<file path="config.mk">
export PLATFORM = sky130hd
export DESIGN_NAME = tour_cmd_seq
export DESIGN_NICKNAME = d
export VERILOG_FILES = /design/src/rtl/tour_cmd_seq.sv
export SDC_FILE = /design/constraint.sdc
export NUM_CORES = 1
export LEC_CHECK = 0
export ABC_AREA = 0
export BUFFER_PORTS_ARGS = -buffer_cell sky130_fd_sc_hd__clkbuf_2
export CELL_PAD_IN_SITES_DETAIL_PLACEMENT = 0
export CELL_PAD_IN_SITES_GLOBAL_PLACEMENT = 1
export CORE_ASPECT_RATIO = 0.9
export CORE_MARGIN = 4
export CORE_UTILIZATION = 36
export DETAILED_ROUTE_END_ITERATION = 16
export GPL_TIMING_DRIVEN = 1
export PLACE_DENSITY = 0.82
export RECOVER_POWER = 50
export SETUP_SLACK_MARGIN = 0.2
export SLEW_MARGIN = 0
export SYNTH_ARGS = -nofsm -noshare
export SYNTH_HDL_FRONTEND = slang
export SYNTH_SLANG_ARGS = --single-unit
</file>
<file path="constraint.sdc">
create_clock -name clk -period 2.1 [get_ports clk]
set_input_delay 0.105 -clock clk [delete_from_list [all_inputs] [get_ports clk]]
set_output_delay 0.105 -clock clk [all_outputs]
set_load 0.005 [all_outputs]
</file>
<file path="src/rtl/tour_cmd_seq.sv">
// ---------------------------------------------------------------------------
// tour_cmd_seq
//
// Turns a knight's-tour solution into a stream of motion commands for the
// command processor. A tour is started by a one-cycle start_tour pulse. The
// block then launches the solver and waits for it to finish. After that it
// walks the solution one move at a time. Each knight move becomes two
// commands: a vertical leg (OP_MOVE) followed by a horizontal leg
// (OP_FANFARE). Each command is handed over with the command processor's
// cmd_rdy / clr_cmd_rdy handshake. The block then waits for send_resp before
// it issues the next command. Outside a tour, UART commands pass straight
// through to the command processor.
//
// Ports
//   clk, rst_n        system clock, asynchronous active-low reset
//   start_tour        1-cycle request to run a tour (honoured only in IDLE)
//   tour_go           1-cycle launch pulse to the tour solver
//   tour_done         1-cycle completion pulse from the solver
//   indx[4:0]         move index presented to the solver
//   move[7:0]         one-hot move returned by the solver for indx
//   cmd_uart[15:0]    command from the UART wrapper
//   cmd_rdy_uart      UART command valid
//   clr_cmd_rdy_uart  clear back to the UART wrapper
//   cmd[15:0]         command to the command processor
//   cmd_rdy           command valid to the command processor
//   clr_cmd_rdy       command processor has taken cmd
//   send_resp         command processor has finished executing cmd
//   resp[7:0]         8'hA5 while the tour still has moves left, else 8'h5A
//   err               sticky flag: a move that was not one-hot was read
//
// Command format: [15:12] opcode, [11:4] heading, [3:0] squares.
// ---------------------------------------------------------------------------
module tour_cmd_seq #(
  parameter int         NUM_MOVES  = 24,
  parameter logic [3:0] OP_MOVE    = 4'h2,
  parameter logic [3:0] OP_FANFARE = 4'h3
) (
  input  logic        clk,
  input  logic        rst_n,
  input  logic        start_tour,
  output logic        tour_go,
  input  logic        tour_done,
  output logic [4:0]  indx,
  input  logic [7:0]  move,
  input  logic [15:0] cmd_uart,
  input  logic        cmd_rdy_uart,
  output logic        clr_cmd_rdy_uart,
  output logic [15:0] cmd,
  output logic        cmd_rdy,
  input  logic        clr_cmd_rdy,
  input  logic        send_resp,
  output logic [7:0]  resp,
  output logic        err
);

  localparam logic [4:0] LAST_INDX = 5'(NUM_MOVES - 1);

  localparam logic [7:0] HEAD_N = 8'h00;
  localparam logic [7:0] HEAD_W = 8'h3F;
  localparam logic [7:0] HEAD_S = 8'h7F;
  localparam logic [7:0] HEAD_E = 8'hBF;

  localparam logic [7:0] RESP_BUSY = 8'hA5;
  localparam logic [7:0] RESP_DONE = 8'h5A;

  typedef enum logic [2:0] {
    IDLE,
    SOLVE,
    VERT,
    WAIT_V,
    HORZ,
    WAIT_H
  } state_t;

  state_t      state;
  state_t      state_next;

  logic [15:0] cmd_q;
  logic        rdy_q;

  logic        go_set;
  logic        load_leg;
  logic        leg_horz;
  logic        rdy_drop;
  logic        indx_clr;
  logic        indx_inc;

  // True when exactly one bit of the move is set.
  function automatic logic is_onehot(input logic [7:0] m);
    return (m != 8'd0) && ((m & (m - 8'd1)) == 8'd0);
  endfunction

  // Vertical leg of a knight move. A move that is not one-hot falls through
  // to the default case: heading N, zero squares.
  function automatic logic [15:0] vert_leg(input logic [7:0] m);
    logic [7:0] hd;
    logic [3:0] sq;
    hd = HEAD_N;
    sq = 4'd0;
    case (m)
      8'h01, 8'h02: begin hd = HEAD_N; sq = 4'd2; end
      8'h04, 8'h40: begin hd = HEAD_N; sq = 4'd1; end
      8'h08, 8'h80: begin hd = HEAD_S; sq = 4'd1; end
      8'h10, 8'h20: begin hd = HEAD_S; sq = 4'd2; end
      default:      begin hd = HEAD_N; sq = 4'd0; end
    endcase
    return {OP_MOVE, hd, sq};
  endfunction

  // Horizontal leg of a knight move. The fallback is the same as for the
  // vertical leg.
  function automatic logic [15:0] horz_leg(input logic [7:0] m);
    logic [7:0] hd;
    logic [3:0] sq;
    hd = HEAD_N;
    sq = 4'd0;
    case (m)
      8'h01, 8'h10: begin hd = HEAD_W; sq = 4'd1; end
      8'h02, 8'h20: begin hd = HEAD_E; sq = 4'd1; end
      8'h04, 8'h08: begin hd = HEAD_W; sq = 4'd2; end
      8'h40, 8'h80: begin hd = HEAD_E; sq = 4'd2; end
      default:      begin hd = HEAD_N; sq = 4'd0; end
    endcase
    return {OP_FANFARE, hd, sq};
  endfunction

  // State register.
  always_ff @(posedge clk or negedge rst_n) begin
    if (!rst_n) begin
      state <= IDLE;
    end else begin
      state <= state_next;
    end
  end

  // Next-state logic and the output mux.
  //
  // In VERT/HORZ, rdy_q is always low on the first cycle, because it is
  // dropped on the way out of the previous leg. That first cycle samples
  // move (indx has just settled) and loads the command. The cycle after
  // that raises cmd_rdy. From then on, only clr_cmd_rdy moves the state
  // on. A send_resp in the same cycle is ignored, because the WAIT state
  // is not active yet.
  always_comb begin
    state_next       = state;
    go_set           = 1'b0;
    load_leg         = 1'b0;
    leg_horz         = 1'b0;
    rdy_drop         = 1'b0;
    indx_clr         = 1'b0;
    indx_inc         = 1'b0;
    cmd              = cmd_q;
    cmd_rdy          = rdy_q;
    clr_cmd_rdy_uart = 1'b0;
    resp             = RESP_DONE;

    case (state)
      IDLE: begin
        cmd              = cmd_uart;
        cmd_rdy          = cmd_rdy_uart;
        clr_cmd_rdy_uart = clr_cmd_rdy;
        if (start_tour) begin
          go_set     = 1'b1;
          indx_clr   = 1'b1;
          state_next = SOLVE;
        end
      end

      SOLVE: begin
        if (tour_done) begin
          state_next = VERT;
        end
      end

      VERT: begin
        resp = RESP_BUSY;
        if (!rdy_q) begin
          load_leg = 1'b1;
        end else if (clr_cmd_rdy) begin
          rdy_drop   = 1'b1;
          state_next = WAIT_V;
        end
      end

      WAIT_V: begin
        resp = RESP_BUSY;
        if (send_resp) begin
          state_next = HORZ;
        end
      end

      HORZ: begin
        resp     = RESP_BUSY;
        leg_horz = 1'b1;
        if (!rdy_q) begin
          load_leg = 1'b1;
        end else if (clr_cmd_rdy) begin
          rdy_drop   = 1'b1;
          state_next = WAIT_H;
        end
      end

      WAIT_H: begin
        // The last move's horizontal leg reports "done" while it waits.
        resp = (indx == LAST_INDX) ? RESP_DONE : RESP_BUSY;
        if (send_resp) begin
          if (indx == LAST_INDX) begin
            indx_clr   = 1'b1;
            state_next = IDLE;
          end else begin
            indx_inc   = 1'b1;
            state_next = VERT;
          end
        end
      end

      default: begin
        state_next = IDLE;
      end
    endcase
  end

  // Datapath registers: launch pulse, move index, registered command,
  // command-valid flag and the sticky error flag.
  always_ff @(posedge clk or negedge rst_n) begin
    if (!rst_n) begin
      tour_go <= 1'b0;
      indx    <= 5'd0;
      cmd_q   <= 16'h0000;
      rdy_q   <= 1'b0;
      err     <= 1'b0;
    end else begin
      tour_go <= go_set;

      if (indx_clr) begin
        indx <= 5'd0;
      end else if (indx_inc) begin
        indx <= indx + 5'd1;
      end

      if (load_leg) begin
        cmd_q <= leg_horz ? horz_leg(move) : vert_leg(move);
        rdy_q <= 1'b1;
        if (!is_onehot(move)) begin
          err <= 1'b1;
        end
      end else if (rdy_drop) begin
        rdy_q <= 1'b0;
      end
    end
  end

endmodule

</file>
-- Word-level counts from Yosys, hierarchy flattened
Cells that the tools add are included.
- flip-flop bits (word level): 27
- bits of input ports: 31
- word-level logic and storage cells: 85
- add/sub/neg operators: 2
- equality and inequality tests: 22
- mux-type cells: 38
- bitwise logic cells: 2
- reduce and logical (&&, ||, !) cells: 15
- operators with widths (operator ; count):
    case mux 8 bit (2 select lines) ; 2
    2-to-1 mux 3 bit ; 8
    OR reduction 4 bit ; 5
    case mux 3 bit (6 select lines) ; 1
    2-to-1 mux 1 bit ; 17
    2-to-1 mux 16 bit ; 1
    inequality test 2 bit, second input constant ; 8
    2-to-1 mux 13 bit ; 1
    2-to-1 mux 5 bit ; 2
    bitwise AND 8 bit ; 1
    == test 8 x 1 -> 1 bit, second input constant ; 1
    == test 8 x 2 -> 1 bit, second input constant ; 1
    == test 8 x 3 -> 1 bit, second input constant ; 1
    == test 8 x 4 -> 1 bit, second input constant ; 1
    == test 8 x 5 -> 1 bit, second input constant ; 1
    == test 8 x 6 -> 1 bit, second input constant ; 1
    == test 8 x 7 -> 1 bit, second input constant ; 1
    == test 8 bit, second input constant ; 1
    logical NOT 8 bit ; 1
    2-to-1 mux 8 bit ; 1
    case mux 2 bit (2 select lines) ; 2
    AND reduction 8 bit ; 1
    nonzero test 8 bit ; 1
    subtractor 8 x 1 -> 8 bit, second input constant ; 1
    15 further kinds ; 18

-- Logic depth before layout (Yosys ltp)
Gate-level depths: netlist of run 1.
- depth in word-level cells: 6
- depth in mapped cells: 6
- gate-level depth less buffers: 5

-- Least setup slack after synthesis of run 1
Ideal clock, no wire load.
- path type: reg-to-reg
- start point: reg state[2]
- end point: reg indx[3]
- arrival: 1321 ps
- data required time: 1974 ps
- path slack: 653 ps
- stages on the path, launching flop included: 6
- buffers on the path: 1
- clock period less this slack: 1447 ps
- path through: dfrtp_1 -> buf_6 -> or3b_1 -> a21o_1 -> o21ai_1 -> o31ai_1
- cells in the longest elaborated chain, start to end: 3
- elaborated cells on any way between the ends: 6
- ends and longest elaborated chain (item ; RTL line ; RTL):
    start, declared ; 75 ; state_t state;
    start signal, assigned ; 132 ; state <= state_next;
    == test 3 bit / logical NOT 3 bit (equally long branches) ; 157 ; case (state)
    case mux 1 bit (2 select lines) / 2-to-1 mux 1 bit (equally long branches) ; 157 ;
    2-to-1 mux 5 bit / nonzero test 2 bit (equally long branches) ; n/a ;
    end signal, assigned ; 238 ; indx <= indx + 5'd1;
    end, declared ; 43 ; output logic [4:0] indx,
Several ways; a longest one is shown, not always the timed one.
A chain may end at the register's enable or synchronous reset.

-- Final worst setup path of run 1
- start point: reg state[0]
- end point: out resp[2]
- cells in the longest elaborated chain, start to end: 3
- elaborated cells on any way between the ends: 6
- ends and longest elaborated chain (item ; RTL line ; RTL):
    == test 3 bit / == test 3 x 2 -> 1 bit (equally long branches) ; 157 ;
    OR reduction 3 bit (no source line) ; n/a ;
    case mux 8 bit (2 select lines) (*) ; 157 ;
    end, declared ; 52 ; output logic [7:0] resp,
Mark *: on every way between the ends. The rest lies on a longest branch, timed or not.

==> results of run 1 <==
## per-stage QoR
stage | worst slack, ns | hold slack [ns] | total power, mW
final | 0.267 | 0.189 | 1.91
after detailed placement | 0.392 | 0.0779 | 1.61
after global routing | 0.131 | 0.189 | 2.07
after CTS | 0.227 | 0.188 | 1.92
after floorplan | 0.653 | -0.191 | 1.32
after global placement | 0.461 | 0.0744 | 1.60
## state kept, by name (all words and copies together) (netlist names)
register,flops
state,3
rdy_q,1
err,1
cmd_q,7
indx,5
tour_go,1
## final timing paths
kind / endpoint / depth (start not counted) / slack (ns)
worst min-delay path: tour_go / 2 / 0.19
min in group asynchronous: cmd_q[12] / 2 / 0.54
worst max register to register: indx[3] / 5 / 0.29
worst max-delay path: resp[2] / 4 / 0.27
max in group asynchronous: state[1] / 2 / 0.89
worst min register to register: cmd_q[13] / 1 / 0.48
## cell type report
type,instances,area share
multi-input cells,111,0.465
flip-flops and latches,18,0.262
repair buffers,69,0.206
clock buffers,4,0.0318
well taps,44,0.0318
inverters,2,0.00434
## Yosys cell counts, types with 2 or more instances
master / instances
a211oi_2: 3
a21o_1: 7
a21oi_1: 5
and2_1: 5
buf_2: 3
buf_4: 7
buf_6: 3
dfrtp_1: 18
inv_1: 2
mux2_2: 9
nand2_1: 8
nand2b_2: 2
nand3_1: 2
nand3b_1: 2
nor2_1: 9
nor2b_1: 4
nor4_1: 2
nor4b_1: 4
nor4b_2: 2
o21a_1: 2
o21ai_0: 9
o21ai_1: 5
o22ai_1: 2
o31ai_1: 3
xor2_1: 2
## repair_timing
| item | CTS | global route |
|---|---|---|
| hold buffers | 1 | 0 |
| pin swaps | 1 | 0 |
| hold endpoints to repair | 18 | 0 |
| endpoints found under the setup margin | 10 | 18 |
| setup buffers | 1 | 2 |
| gates resized for setup | 0 | 3 |
## cells by family (layout without fill, tap and decap cells)
group | after synthesis | in the layout | share of synthesized area
XOR/XNOR | 3 | 3 | 0.0192
AO/OA/AOI/OAI | 46 | 46 | 0.234
flip-flops | 18 | 18 | 0.329
multiplexers | 10 | 10 | 0.0814
buffers and inverters | 16 | 75 | 0.0823
adder cells (fa/ha/maj) | 1 | 1 | 0.00915
AND/OR/NAND/NOR | 51 | 51 | 0.244
## routing by layer
layer / part of all wire / vias to the layer above
met5: 0 / -
met4: 0.0032 / 0
met3: 0.077 / 2
met2: 0.48 / 42
met1: 0.44 / 594
li1: - / 653
## cell usage in the layout (no fill, tap or decap), types with 3 or more instances in the layout
master	n
nor2_1	9
nor2b_1	4
mux2_2	9
clkbuf_1	3
dfrtp_1	16
a21o_1	7
clkbuf_2	61
and2_1	5
o21ai_0	9
nand2_1	8
nor4b_1	4
a211oi_2	3
buf_4	3
a21oi_1	5
o31ai_1	3
clkbuf_8	4
o21ai_1	5
## power breakdown
group | total, mW | switching [mW] | internal, mW
combinational | 1.04 | 0.498 | 0.543
sequential | 0.583 | 0.134 | 0.449
clock | 0.284 | 0.117 | 0.167
total | 1.91 | 0.750 | 1.16
## worst max-delay path: stages, from the launching register on
cell and delay, ns:
dfrtp_1 0.39, clkbuf_1 0.47, a21oi_1 0.15, or2_2 0.34, clkbuf_2 0.12
==> flow_summary.ini, run 1 <==
[synth]
yosysUniqueCellTypes = 50
ys_top_cells_by_area = dfrtp_1 33%, mux2_2 7.4%, a21o_1 3.8%
syn_area_um2 = 1370
synth_edf_count = 0
synth_cells = 145
synth_ff_type = dfrtp_1
async_reset_ff_frac = 1.00
yosysTopAreaCell = dfrtp_1
ys_seq_area_frac = 0.329
synth_top_area_frac = 0.329
ys_seq_elements = 18
synth_nets = 177
yosysWarnings = 0
postSynthAreaPerCell_um2 = 9.43

[final_layout]
fin_util = 0.494
antennaDiodeCount = 0
area.growth.synth_to_final_pct = 26.6
final_nets = 237
fin_area_um2 = 1730
fill_cells = 354
layoutNonFillerInstCount = 248
multi_input_area_um2 = 805
seq_area_um2 = 453
layout-drive-gt1-share = 0.451

[detailed_routing]
drt-initial-drc-count = 28
drcViolationCount = 0
drtPass1Iterations = 4
ant_nets = 0
drt_wl_total_um = 3390
vias = 1291
wire_per_inst_um = 13.6
via_per_inst = 5.21

[power_and_ir_drop]
irDropWorstVdd_mv = 0.643
p_leak_nw = 0.841
power.density_nw_per_um2 = 1100

[clocking]
clkTransAtPathRegs_ns = 0.07
clock-sinks = 18
htreeDepth = 1
cts_buffer_depth = 2
cts_buffers = 3
cts-root-buf = clkbuf_8
clkLatencyLatePin_ns = 0.25
cts_tree = done

[floorplan]
die_area_um2 = 4850
core_um2 = 3500
die_x_um = 73.0
rows = 20
initial_core_util = 0.390
die_h_um = 66.5
ioPinCount = 64

[timing]
finalSetupTns_ns = 0
finalSetupViolCount = 0
drv_slew = 0
fmax_ghz = 0.545
min_period_ns = 1.83
maxSlewHeadroom = 0.343
tightest_slew_ns = 0.985
fin_crit_sh = 0.873
rsz0062_at_grt = no
hold_viol = 0
clock_skew_ns = 0.00647

[setup_path]
worstPathArrival_ns = 1.73
worstPathRequired_ns = 2.00
crit_start = state[0]
endpoint_kind = output pin
rr_startpoint = state[0]
path_class = register to output pin
crit_path_start_kind = register
worstPathMaxFanout = 14

[global_route]
grt.met1_usage = 0.180
track_usage = 0.140
use_met3 = 0.0317
antenna_found_initial = 0
grt_busiest_layer = met2
grt-ovfl-total = 0
met2_usage = 0.240
grt_pass1_vias = 1190
grt_pass1_wl_um = 5420
grt_max_degree = 19

[place]
post_dp_cell_area_um2 = 1650
placed_cells = 240
hpwl_um = 2620
port_buffers = 63
gp_congestion = 0.795

[min_path]
hold_path.class = primary input to register
hp-start = start_tour

[outcome]
status = finished clean

[run]
drv_cap = 0
Note: power is estimated with default switching activity, not from simulation.
==> run 2: changes to the inputs <==
--- a/config.mk
+++ b/config.mk
@@ -17,5 +17,5 @@
 export PLACE_DENSITY = 0.82
 export RECOVER_POWER = 50
-export SETUP_SLACK_MARGIN = 0.2
+export SETUP_SLACK_MARGIN = 0.4
 export SLEW_MARGIN = 0
 export SYNTH_ARGS = -nofsm -noshare
==> constraint.sdc (replaced) <==
create_clock -name clk -period 2.1 [get_ports clk]
set_input_delay 0.315 -clock clk [delete_from_list [all_inputs] [get_ports clk]]
set_output_delay 0.315 -clock clk [all_outputs]
set_load 0.005 [all_outputs]
==> run 2 against run 1 <==
Register-to-register slack hardly changed. Final area is 11% higher. Total power is 17% higher. First-iteration DRC count is 14% higher. Critical path depth stayed put. Via count is 10% higher. Setup slack worse by 0.016 ns. Critical endpoint is now cmd_rdy.
==> flow_summary.ini, run 2 (synthesized netlist as in run 1, its figures left out) <==
[outcome]
status = finished clean

[final_layout]
layoutNonFillerInstCount = 265
layout_commonest_cell = clkbuf_2
layout-drive-gt1-share = 0.493
final_nets = 254
antennaDiodeCount = 0
largest-register = cmd_q
fin_area_um2 = 1920
area.growth.synth_to_final_pct = 40.4
layout_common_cells = 59 x clkbuf_2, 17 x dfrtp_1, 15 x buf_4, 9 x o21ai_0
fin_util = 0.548
largest_register_ffs = 7
reg_top3 = cmd_q (7), indx (5), state (3)

[place]
hpwl_um = 2700
port_buffers = 63
gp_congestion = 0.892
post_dp_cell_area_um2 = 1660
placed_cells = 241

[timing]
fmax_ghz = 0.541
maxSlewHeadroom = 0.354
finalSetupViolCount = 0
hold_viol = 0
clock_skew_ns = 0.00255
fin_crit_sh = 0.881
rsz0062_at_grt = yes
fin_hold_ws_ns = 0.188
drv_slew = 0
tightest_slew_ns = 0.969
finalSetupTns_ns = 0
min_period_ns = 1.85

[floorplan]
die_h_um = 66.5
die_area_um2 = 4850
core_um2 = 3500
initial_core_util = 0.390
ioPinCount = 64
rows = 20
die_x_um = 73.0

[global_route]
grt_max_degree = 19
track_usage = 0.160
antenna_found_initial = 0
grt_pass1_wl_um = 6140
grt_busiest_layer = met2
grt_pass1_vias = 1327
use_met3 = 0.0332
grt.met1_usage = 0.208
met2_usage = 0.269
grt-ovfl-total = 0

[setup_path]
path_buf_inv = 2
endpoint_kind = output pin
worstPathRequired_ns = 1.78
r2r_setup_slack_ns = 0.28
rr_startpoint = state[2]
worstPathMaxFanout = 6
path_cells = nor3_4, buf_6, mux2_2, clkbuf_2
path_class = register to output pin
critical-path-slowest-cell = dfrtp_2
worstPathArrival_ns = 1.53
cpLargestDelayFamily = flip-flops
r2r_cells = 5
slowest_delay_ns = 0.43
reg2reg_to = cmd_q[9]
path_depth = 4
crit_path_start_kind = register

[detailed_routing]
vias = 1426
drt-initial-drc-count = 32
wire_per_inst_um = 14.6
drtPass1Iterations = 4
drcViolationCount = 0
drt_wl_total_um = 3860
via_per_inst = 5.38
ant_nets = 0

[power_and_ir_drop]
combPwrFrac = 0.623
internal_power_mw = 1.37
power.density_nw_per_um2 = 1170
p_leak_nw = 0.941
switching_share = 0.387
p_clk_frac = 0.129
irDropWorstVdd_mv = 0.449
p_seq_frac = 0.248
power.switching_mw = 0.867

[clocking]
cts_buffer_depth = 2
cts_buffers = 3
clkLatencyLatePin_ns = 0.26
clock-sinks = 18
cts-root-buf = clkbuf_8
cts_tree = done
htreeDepth = 1
clkTransAtPathRegs_ns = 0.07

[run]
drv_cap = 0

[min_path]
hold_path.class = primary input to async pin
==> run 2: changes by cell type in the layout (fill, tap and decap cells not counted), sizes merged <==
| cell | delta |
|---|---|
| buf | +15 |
| clkbuf | +3 |
| dlygate4sd3 | -1 |
==> run 2: power by group through the flow <==
stage	Combinational [mW]	Clock, mW	Sequential, mW
2_1_floorplan	0.793	0	0.526
3_3_place_gp	1.04	0	0.579
3_5_place_dp	1.05	0	0.591
4_1_cts	1.31	0.291	0.551
5_1_grt	1.52	0.316	0.570
6_report	1.40	0.289	0.556
==> run 2: routing by layer <==
layer / up-vias / part of all wire
li1: 688 / -
met1: 677 / 0.44
met2: 57 / 0.47
met3: 4 / 0.077
met4: 0 / 0.0080
met5: - / 0
==> run 2: through the flow <==
| stage | setup slack, ns | power, mW |
|---|---|---|
| 2_1_floorplan | 0.443 | 1.32 |
| 3_3_place_gp | 0.368 | 1.62 |
| 3_5_place_dp | 0.315 | 1.64 |
| 4_1_cts | 0.247 | 2.15 |
| 5_1_grt | 0.188 | 2.41 |
| 6_report | 0.251 | 2.24 |
==> run 2: worst max-delay path by stage <==
stage	start	endpoint	slack, ns
floorplan	indx[0]	resp[2]	0.44
global placement	state[1]	cmd[10]	0.37
detailed placement	state[2]	cmd[6]	0.32
CTS	state[1]	cmd_rdy	0.25
global route	state[1]	cmd_rdy	0.19
finish	state[1]	cmd_rdy	0.25
==> run 2: area by class of cell <==
type | count | area, um^2
Sequential cell | 18 | 452
Fill cell | 344 | 1580
Inverter | 2 | 7.51
Clock buffer | 4 | 55.1
Tap cell | 44 | 55.1
Timing Repair Buffer | 86 | 483
Multi-Input combinational cell | 111 | 868
==> run 2: repair_timing <==
item                                    in CTS  in global routing
gates cloned                                 0                  1
hold buffers                                 0                  0
pin swaps                                    4                  4
endpoints found under the setup margin      27                 31
resized for setup                           14                  8
setup buffers                               13                  6
==> run 3: changes to the inputs <==
PLACE_DENSITY = 0.93   (was 0.82)
==> run 3 against run 2 <==
Sequential share of layout area shrank 0.12 points. Worst hold slack improved by 0.0067 ns. Total power increased by 1.2%. Largest cell class unchanged. Critical endpoint is now resp[7]. Routed wire length is 0.67% higher. Register-to-register slack got worse by 0.02 ns. Via count down 2.6%. Largest power group unchanged. Die area unchanged. Critical path type unchanged. Flip-flop and latch count unchanged. Setup slack lost 0.0078 ns.
==> flow_summary.ini, run 3 (synthesized netlist as in run 1, its figures left out) <==
[final_layout]
largest-register = cmd_q
fill_cells = 320
final_nets = 255
reg_top3 = cmd_q (7), indx (5), state (3)
area.growth.synth_to_final_pct = 41.5
layout_commonest_cell = clkbuf_2
fin_area_um2 = 1940
fin_util = 0.553
antennaDiodeCount = 0
largest_register_ffs = 7
layout-drive-gt1-share = 0.509
layout_common_cells = 58 x clkbuf_2, 16 x dfrtp_1, 12 x buf_4, 9 x o21ai_0, 9 x clkbuf_1
layoutNonFillerInstCount = 266

[clocking]
clkTransAtPathRegs_ns = 0.07
cts_tree = done
clock-sinks = 18
cts_buffer_depth = 2
cts-root-buf = clkbuf_8
htreeDepth = 1
cts_buffers = 3
clkLatencyLatePin_ns = 0.25

[timing]
clock_skew_ns = 0.00128
fin_crit_sh = 0.884
drv_slew = 0
hold_viol = 0
tightest_slew_ns = 0.980
finalSetupTns_ns = 0
fmax_ghz = 0.538
finalSetupViolCount = 0
maxSlewHeadroom = 0.347
min_period_ns = 1.86
rsz0062_at_grt = yes

[outcome]
status = finished clean

[global_route]
antenna_found_initial = 0
grt_pass1_wl_um = 6090
track_usage = 0.161
grt_max_degree = 19
grt-ovfl-total = 0
grt_pass1_vias = 1297

[power_and_ir_drop]
finalPower_mw = 2.27
irDropWorstVdd_mv = 0.476
p_leak_nw = 0.950
power.density_nw_per_um2 = 1170

[setup_path]
critical-path-slowest-cell = dfrtp_2
cpLargestDelayFamily = flip-flops
crit_end = resp[7]
rr_startpoint = state[2]
r2r_setup_slack_ns = 0.26
worstPathRequired_ns = 1.78
worstPathArrival_ns = 1.54
worstPathMaxFanout = 5
endpoint_kind = output pin
path_class = register to output pin
path_cells = buf_4, clkbuf_1, nand2b_2, a21oi_2, or2_4, clkbuf_2
r2r_cells = 5
reg2reg_to = cmd_q[9]
path_buf_inv = 3
crit_start = state[2]
path_depth = 6
slowest_delay_ns = 0.43
crit_path_start_kind = register

[floorplan]
die_h_um = 66.5
initial_core_util = 0.390
die_x_um = 73.0
rows = 20
core_um2 = 3500
ioPinCount = 64
die_area_um2 = 4850

[place]
gp_congestion = 0.800
post_dp_cell_area_um2 = 1660
hpwl_um = 2540
port_buffers = 63
placed_cells = 241

[detailed_routing]
via_per_inst = 5.22
drt_wl_total_um = 3890
wire_per_inst_um = 14.6
drcViolationCount = 0
ant_nets = 0
drt-initial-drc-count = 87
vias = 1389
drtPass1Iterations = 4

[run]
drv_cap = 0

[min_path]
hold_path.class = primary input to async pin
==> run 3: cell count changes in the layout (fill, tap and decap cells not counted), moves of 3 or more <==
cell / previous run / this run
buf_4: 15 / 12
mux2_4: 3 / 7
buf_6: 3 / 6
mux2_2: 6 / 2
==> run 3: worst min-delay path by stage <==
stage | startpoint | end | cells past startpoint
2_1_floorplan | rst_n | cmd_q[0] | 0
3_3_place_gp | rst_n | tour_go | 1
3_5_place_dp | rst_n | tour_go | 1
4_1_cts | rst_n | cmd_q[12] | 1
5_1_grt | rst_n | tour_go | 1
6_report | rst_n | tour_go | 1
==> run 3: area by class of cell <==
cell class,instances,area (um^2),area share
sequential,18,453,0.234
inverter,2,7.51,0.00388
multi-input combinational,111,871,0.450
tap,44,55.1,0.0284
timing repair buffer,87,494,0.255
clock buffer,4,55.1,0.0284
==> run 3: routing by layer <==
layer,up-vias,wire [um],global-route usage
met3,4,336,0.0271
met5,-,0,0
met1,642,1650,0.201
met4,0,54,0.0553
li1,688,-,-
met2,55,1840,0.279
==> run 3: what timing repair did <==
item	4_1_cts	5_1_grt
hold buffers	0	0
gates cloned	1	0
resized for setup	23	6
pin swaps	5	3
endpoints found under the setup margin	27	33
setup buffers	15	5
==> run 3: stage by stage <==
stage | hold slack (ns) | worst slack (ns)
2_1_floorplan | 0.0194 | 0.443
3_3_place_gp | 0.289 | 0.349
3_5_place_dp | 0.285 | 0.316
4_1_cts | 0.0113 | 0.281
5_1_grt | 0.289 | 0.158
6_report | 0.194 | 0.243
==> run 3: where the power goes <==
| part | switching [mW] | internal, mW | total, mW |
|---|---|---|---|
| registers | 0.103 | 0.449 | 0.552 |
| logic | 0.647 | 0.784 | 1.43 |
| clock network | 0.120 | 0.167 | 0.286 |
| total | 0.869 | 1.40 | 2.27 |
==> run 3: worst register-to-register path, cell delays in order, from the launching register on <==
cell	delay, ns
dfrtp_2	0.43
buf_4	0.15
clkbuf_1	0.16
nand2b_1	0.30
a211o_1	0.33
a221o_1	0.36
